<file path="src/rtl/pipelined_csel_adder.sv">
// Pipelined carry-select adder/subtractor with valid/ready flow control.
// Each pipeline stage resolves one SLICE_W-bit slice. Both slice sums are
// precomputed and the registered carry from the previous stage selects one.
module pipelined_csel_adder #(
    parameter int DATA_WIDTH = 24,
    parameter int N_STAGES   = 4
) (
    input  logic                  clk,
    input  logic                  reset,
    input  logic                  in_valid,
    output logic                  in_ready,
    input  logic [DATA_WIDTH-1:0] a,
    input  logic [DATA_WIDTH-1:0] b,
    input  logic                  sub,
    output logic                  out_valid,
    input  logic                  out_ready,
    output logic [DATA_WIDTH:0]   result,
    output logic                  ovf
);
    localparam int SLICE_W = DATA_WIDTH / N_STAGES;

    // Per-stage payload. a/b keep the full operand so the slice for stage k
    // is always found at [k*SLICE_W +: SLICE_W]; sum fills in slice by slice.
    typedef struct packed {
        logic [DATA_WIDTH-1:0] a;
        logic [DATA_WIDTH-1:0] b;    // already inverted for subtraction
        logic [DATA_WIDTH-1:0] sum;
        logic                  carry;
        logic                  sub;
    } stage_t;

    stage_t              st_q [N_STAGES];
    stage_t              st_d [N_STAGES];
    logic [N_STAGES-1:0] vld_q;
    logic [N_STAGES-1:0] vin;
    logic [N_STAGES-1:0] load;
    logic                ovf_q;
    logic                ovf_d;

    // Flow control, input formatting and per-stage carry-select slice add.
    always_comb begin
        stage_t             src;
        logic [SLICE_W:0]   s0;
        logic [SLICE_W:0]   s1;
        logic [SLICE_W:0]   sel;

        // A stage loads when it is empty or its contents move on this cycle;
        // evaluated from the output end so back-pressure ripples to the input.
        load = '0;
        load[N_STAGES-1] = !vld_q[N_STAGES-1] || out_ready;
        for (int k = N_STAGES - 2; k >= 0; k--) begin
            load[k] = !vld_q[k] || load[k+1];
        end
        in_ready = load[0] && !reset;

        vin = '0;
        for (int k = 0; k < N_STAGES; k++) begin
            src = st_q[(k == 0) ? 0 : k - 1];
            if (k == 0) begin
                src.a     = a;
                src.b     = sub ? ~b : b;
                src.sum   = '0;
                src.carry = sub;
                src.sub   = sub;
                vin[k]    = in_valid && in_ready;
            end else begin
                vin[k]    = vld_q[k-1];
            end
            s0  = {1'b0, src.a[k*SLICE_W +: SLICE_W]} + {1'b0, src.b[k*SLICE_W +: SLICE_W]};
            s1  = s0 + {{SLICE_W{1'b0}}, 1'b1};
            sel = src.carry ? s1 : s0;
            st_d[k] = src;
            st_d[k].sum[k*SLICE_W +: SLICE_W] = sel[SLICE_W-1:0];
            st_d[k].carry = sel[SLICE_W];
        end

        // Signed overflow: operands agree in sign but the sum does not.
        ovf_d = (st_d[N_STAGES-1].a[DATA_WIDTH-1] == st_d[N_STAGES-1].b[DATA_WIDTH-1]) &&
                (st_d[N_STAGES-1].sum[DATA_WIDTH-1] != st_d[N_STAGES-1].a[DATA_WIDTH-1]);
    end

    // Valid bits: cleared by reset, otherwise follow the load enables.
    always_ff @(posedge clk) begin
        if (reset) begin
            vld_q <= '0;
        end else begin
            for (int k = 0; k < N_STAGES; k++) begin
                if (load[k]) vld_q[k] <= vin[k];
            end
        end
    end

    // Data registers carry no reset; outputs are masked by the valid bit.
    always_ff @(posedge clk) begin
        for (int k = 0; k < N_STAGES; k++) begin
            if (load[k]) st_q[k] <= st_d[k];
        end
        if (load[N_STAGES-1]) ovf_q <= ovf_d;
    end

    assign out_valid = vld_q[N_STAGES-1];
    assign result    = out_valid ? {st_q[N_STAGES-1].carry, st_q[N_STAGES-1].sum} : '0;
    assign ovf       = out_valid && ovf_q;

endmodule

</file>
<file path="config.mk">
export PLATFORM = sky130hd
export DESIGN_NAME = pipelined_csel_adder
export DESIGN_NICKNAME = d
export VERILOG_FILES = /design/src/rtl/pipelined_csel_adder.sv
export SDC_FILE = /design/constraint.sdc
export NUM_CORES = 1
export LEC_CHECK = 0
export BUFFER_PORTS_ARGS = -buffer_cell sky130_fd_sc_hd__buf_2
export CAP_MARGIN = 15
export CELL_PAD_IN_SITES_DETAIL_PLACEMENT = 2
export CELL_PAD_IN_SITES_GLOBAL_PLACEMENT = 2
export CORE_MARGIN = 1
export CORE_UTILIZATION = 41
export CTS_CLUSTER_SIZE = 16
export DETAILED_ROUTE_END_ITERATION = 8
export HOLD_SLACK_MARGIN = 0.1
export PLACE_DENSITY = 0.85
export SYNTH_ARGS = -nofsm -noshare
export SYNTH_HDL_FRONTEND = slang
export SYNTH_SLANG_ARGS = --single-unit
</file>
<file path="constraint.sdc">
create_clock -name clk -period 3 [get_ports clk]
set_clock_uncertainty 0.05 [all_clocks]
set_input_delay 0 -clock clk [delete_from_list [all_inputs] [get_ports clk]]
set_output_delay 0 -clock clk [all_outputs]
set_load 0.005 [all_outputs]
</file>
After elaboration in Yosys (flattened, before gate mapping)
Memories as Yosys holds them, arrays and structs flattened.
Index checks and enable logic that the tools add are counted.
W data, S select, Z words.
- flip-flop bits (word level): 5
- memory bits (writable): 296
- word-level logic and storage cells: 44
- memories: 1
- add/sub/neg operators: 8
- equal/unequal tests: 2
- multiplexer cells: 14
- bitwise gates (word level): 1
- reductions and logical operators: 13
- memory list (name ; words ; width ; rd ports ; clocked after Yosys merged registers in ; wr ports ; RTL line ; text):
    st_q ; 4 ; 74 ; 4 ; 0 ; 4 ; 32 ; stage_t st_q [N_STAGES];
- operator list (kind ; count):
    $add A6 B6 Y7 ; 4
    $add A7 B1 Y7 const B ; 4
    $mux W7 ; 4
    $mux W25 ; 1
    $mux W24 ; 1
    $not A24 Y24 ; 1
    $mux W1 ; 8
    $logic_not A1 Y1 ; 5
    $logic_and A1 B1 Y1 ; 4
    $logic_or A1 B1 Y1 ; 4
    $eq A1 B1 Y1 ; 1
    $ne A1 B1 Y1 ; 1

Logic depth before layout (Yosys ltp)
- word-level depth: 7
- mapped depth: 10
- mapped depth without buffers: 10

Worst setup path after synthesis
OpenSTA, ideal clock, no wires.
- path type: input-to-reg
- from: in sub
- to: mem st_q[0][1] in the netlist's numbering (data pin)
- setup time: 0.260 ns
- data arrival time: 2.192 ns
- setup slack: 0.498 ns
- stages on the path: 10
- cell sequence: clkbuf_1 buf_2 xor2_1 ha_1 fa_1 a21o_1 a21oi_1 xnor2_1 nand4_1 xor2_1
- RTL lines (element ; RTL line ; text):
    from (decl) ; 14 ; input logic sub,
    to (decl) ; 32 ;

==> flow_summary.json <==
{
  "path_clk_slew_ps": 60,
  "insertedDiodeCount": 0,
  "synth_top_family_by_area": "XOR/XNOR gates",
  "wl_met1_mm": 6.99,
  "finalCritPeriodShare_pct": 95.1,
  "vdd_drop_max_mv": 0.390,
  "post_drt_wl_per_cell_um": 24.3,
  "finalSetupTns_ps": 0,
  "layout-drive-gt1-share_pct": 22.0,
  "period_minus_slack_ps": 2850,
  "setup_viol": 0,
  "power_density_nw_per_um2": 744,
  "crit_fanout": 3,
  "start_kind": "register",
  "grt_overflow": 0,
  "clock_latency_ps": 440,
  "start_util_pct": 42.7,
  "synth_area_leaders": "edfxtp_1 (69%), xor2_1 (6.4%), ha_1 (6.1%), and2_1 (2.8%), xnor2_1 (2.0%)",
  "dr_total_vias": 3750,
  "drt-initial-drc-count": 289,
  "die_w_um": 123,
  "synth_edf_count": 137,
  "tightestPinTransition_ps": 978,
  "hold_violations": 0,
  "ioPinCount": 81,
  "synthAdderAreaFrac_pct": 7.39,
  "synthSimpleGateAreaFrac_pct": 7.60,
  "dr_wl_met3_um": 922,
  "wl_met2_mm": 9.09,
  "synthMostInstantiatedCell": "edfxtp_1",
  "drtPass1Iterations": 4,
  "drt_wl_total_mm": 17.7,
  "netlist_area_um2": 5990,
  "nFillCells": 1287,
  "ant_nets": 0,
  "slew_violations": 0,
  "cp.required_ps": 3120,
  "worst-setup-path-type": "register to register",
  "ys_seq_elements": 141,
  "synth_nets": 474,
  "status": "complete, no violations",
  "portBuffers": 80,
  "clock-root-buffer": "clkbuf_16",
  "std_cell_rows": 43,
  "ys_async_sr_fraction_pct": 0,
  "synthCells": 388,
  "antenna_found_initial": 0,
  "seqPwrFrac_pct": 48.7,
  "ys_seq_area_share_pct": 70.0,
  "layout.nets": 622,
  "gr-usage-all-layers_pct": 25.7,
  "p_comb_share_pct": 13.4,
  "synth_xor_area_share_pct": 8.48,
  "place.gp.congestion": 0.752,
  "synthMuxAreaShare_pct": 0.376,
  "dieHeight_um": 123,
  "cts_buffer_depth": 2,
  "clkPwrFrac_pct": 38.0,
  "whs_path_depth": 3,
  "remaining_drc_errors": 0,
  "yosys_warnings": 0,
  "rrSetupSlack_ps": 150,
  "drv_cap": 0,
  "area_delta_synth_final_pct": 29.1,
  "dp.cells": 649,
  "syn-mean-instance-area_um2": 15.4,
  "relSlewSlack_pct": 34.0,
  "grt_pass1_vias": 4245,
  "grt_max_degree": 38,
  "hpwl_mm": 10.2,
  "max_freq_ghz": 0.351,
  "top_layer_used": "met4",
  "rsz0062_at_grt": "no",
  "synth_top_area_cell": "edfxtp_1",
  "min_delay_worst_endpoint": "st_q[0][3]",
  "core-area_um2": 14000,
  "cts_tree": "yes",
  "die_area_um2": 15100,
  "ff2ff_path_depth": 8,
  "r2r-start": "st_q[2][44]",
  "fin_cells": 729,
  "yosysTopAreaCellShare_pct": 68.7,
  "cts.sinks": 141,
  "power_switching_w": 0.00149,
  "reg2reg_to": "ovf_q",
  "hp-start": "a[1]",
  "swShare_pct": 26.0,
  "grt_pass1_wl_mm": 26.4,
  "p_int_w": 0.00426,
  "synthFlopType": "edfxtp_1",
  "leakage_nw": 3.22,
  "crit_path_end_kind": "register",
  "routed_via_density": 5.14,
  "synth_compound_area_share_pct": 4.61,
  "yosysUniqueCellTypes": 34,
  "htreeDepth": 4,
  "numCtsBuffers": 17,
  "cp.arrival_ps": 2970,
  "synth_top_cells_by_count": "edfxtp_1 (137), xor2_1 (44), ha_1 (29)",
  "hp-class": "input pin to register"
}
area by class of cell:
| class | count | area (µm²) | area share (%) |
|---|---|---|---|
| Clock buffer | 17 | 425 | 5.50 |
| Timing Repair Buffer | 134 | 926 | 12.0 |
| Inverter | 19 | 71.3 | 0.922 |
| Tap cell | 180 | 225 | 2.91 |
| Sequential cell | 141 | 4190 | 54.2 |
| Multi-Input combinational cell | 223 | 1720 | 22.3 |
| Clock inverter | 15 | 171 | 2.22 |
how the worst max path moves through the flow:
stage / cells after the start / slack [ps] / startpoint / to
5_1_grt: 9 / 70 / st_q[2][44] / ovf_q
2_1_floorplan: 10 / 500 / sub / st_q[0][1]
3_3_place_gp: 9 / 520 / st_q[2][44] / ovf_q
3_5_place_dp: 9 / 250 / st_q[2][68] / ovf_q
6_report: 8 / 150 / st_q[2][44] / ovf_q
4_1_cts: 9 / 10 / st_q[2][68] / ovf_q
routing by layer:
metal	track usage, %	up-vias
met3	8.21	49
met1	28.7	1841
met4	12.0	0
li1	-	1704
met5	0	-
met2	44.4	156
power by group through the flow:
| stage | sequential [W] | combinational, W | clock (W) |
|---|---|---|---|
| 3_3_place_gp | 0.00277 | 0.000524 | 0 |
| 4_1_cts | 0.00280 | 0.000720 | 0.00218 |
| 3_5_place_dp | 0.00282 | 0.000629 | 0 |
| 2_1_floorplan | 0.00274 | 0.000406 | 0 |
| 5_1_grt | 0.00283 | 0.000817 | 0.00228 |
| 6_report | 0.00280 | 0.000770 | 0.00218 |
critical path: stages (launching register included):
cell and delay [ps]:
edfxtp_1 340, ha_1 190, inv_1 70, fa_1 390
xor2_1 200, nor3_1 420, nand3_1 280, xnor2_2 310
mux2_1 340
timing repair:
item | in CTS | in global routing
endpoints found under the setup margin | 0 | 1
hold endpoints to repair | 42 | 0
hold buffers | 48 | 0
setup buffers | 0 | 0
gates resized for setup | 0 | 2
layout by cell type, fill, tap and decap left out, types with 14 or more instances in the layout:
cell type	count
and2_1	27
buf_2	80
clkbuf_16	17
dlygate4sd3_1	48
edfxtp_1	137
ha_1	29
inv_1	19
nand2_1	16
nor2_1	14
xor2_1	44
per-stage QoR:
stage	area [µm²]	hold slack (ps)	utilization [%]	worst slack (ps)	power (W)
2_1_floorplan	5990	-22.4	-	498	0.00314
3_3_place_gp	6640	127	47.3	524	0.00329
3_5_place_dp	6640	129	47.3	250	0.00345
4_1_cts	7720	165	55.0	11.3	0.00570
5_1_grt	7740	195	55.1	71.4	0.00593
6_report	7740	181	55.1	148	0.00575
sequential cells by signal, summed over array words and instances (netlist names):
register  cells
ovf_q         1
st_q        136
vld_q         4
cell families after synthesis:
| logic type | count (synthesis) |
|---|---|
| mux | 2 |
| fa+ha+maj | 33 |
| flops | 141 |
| simple gates | 86 |
| xor+xnor | 58 |
| compound gates | 44 |
| buf+inv | 24 |
(Power assumes the default switching activity.)
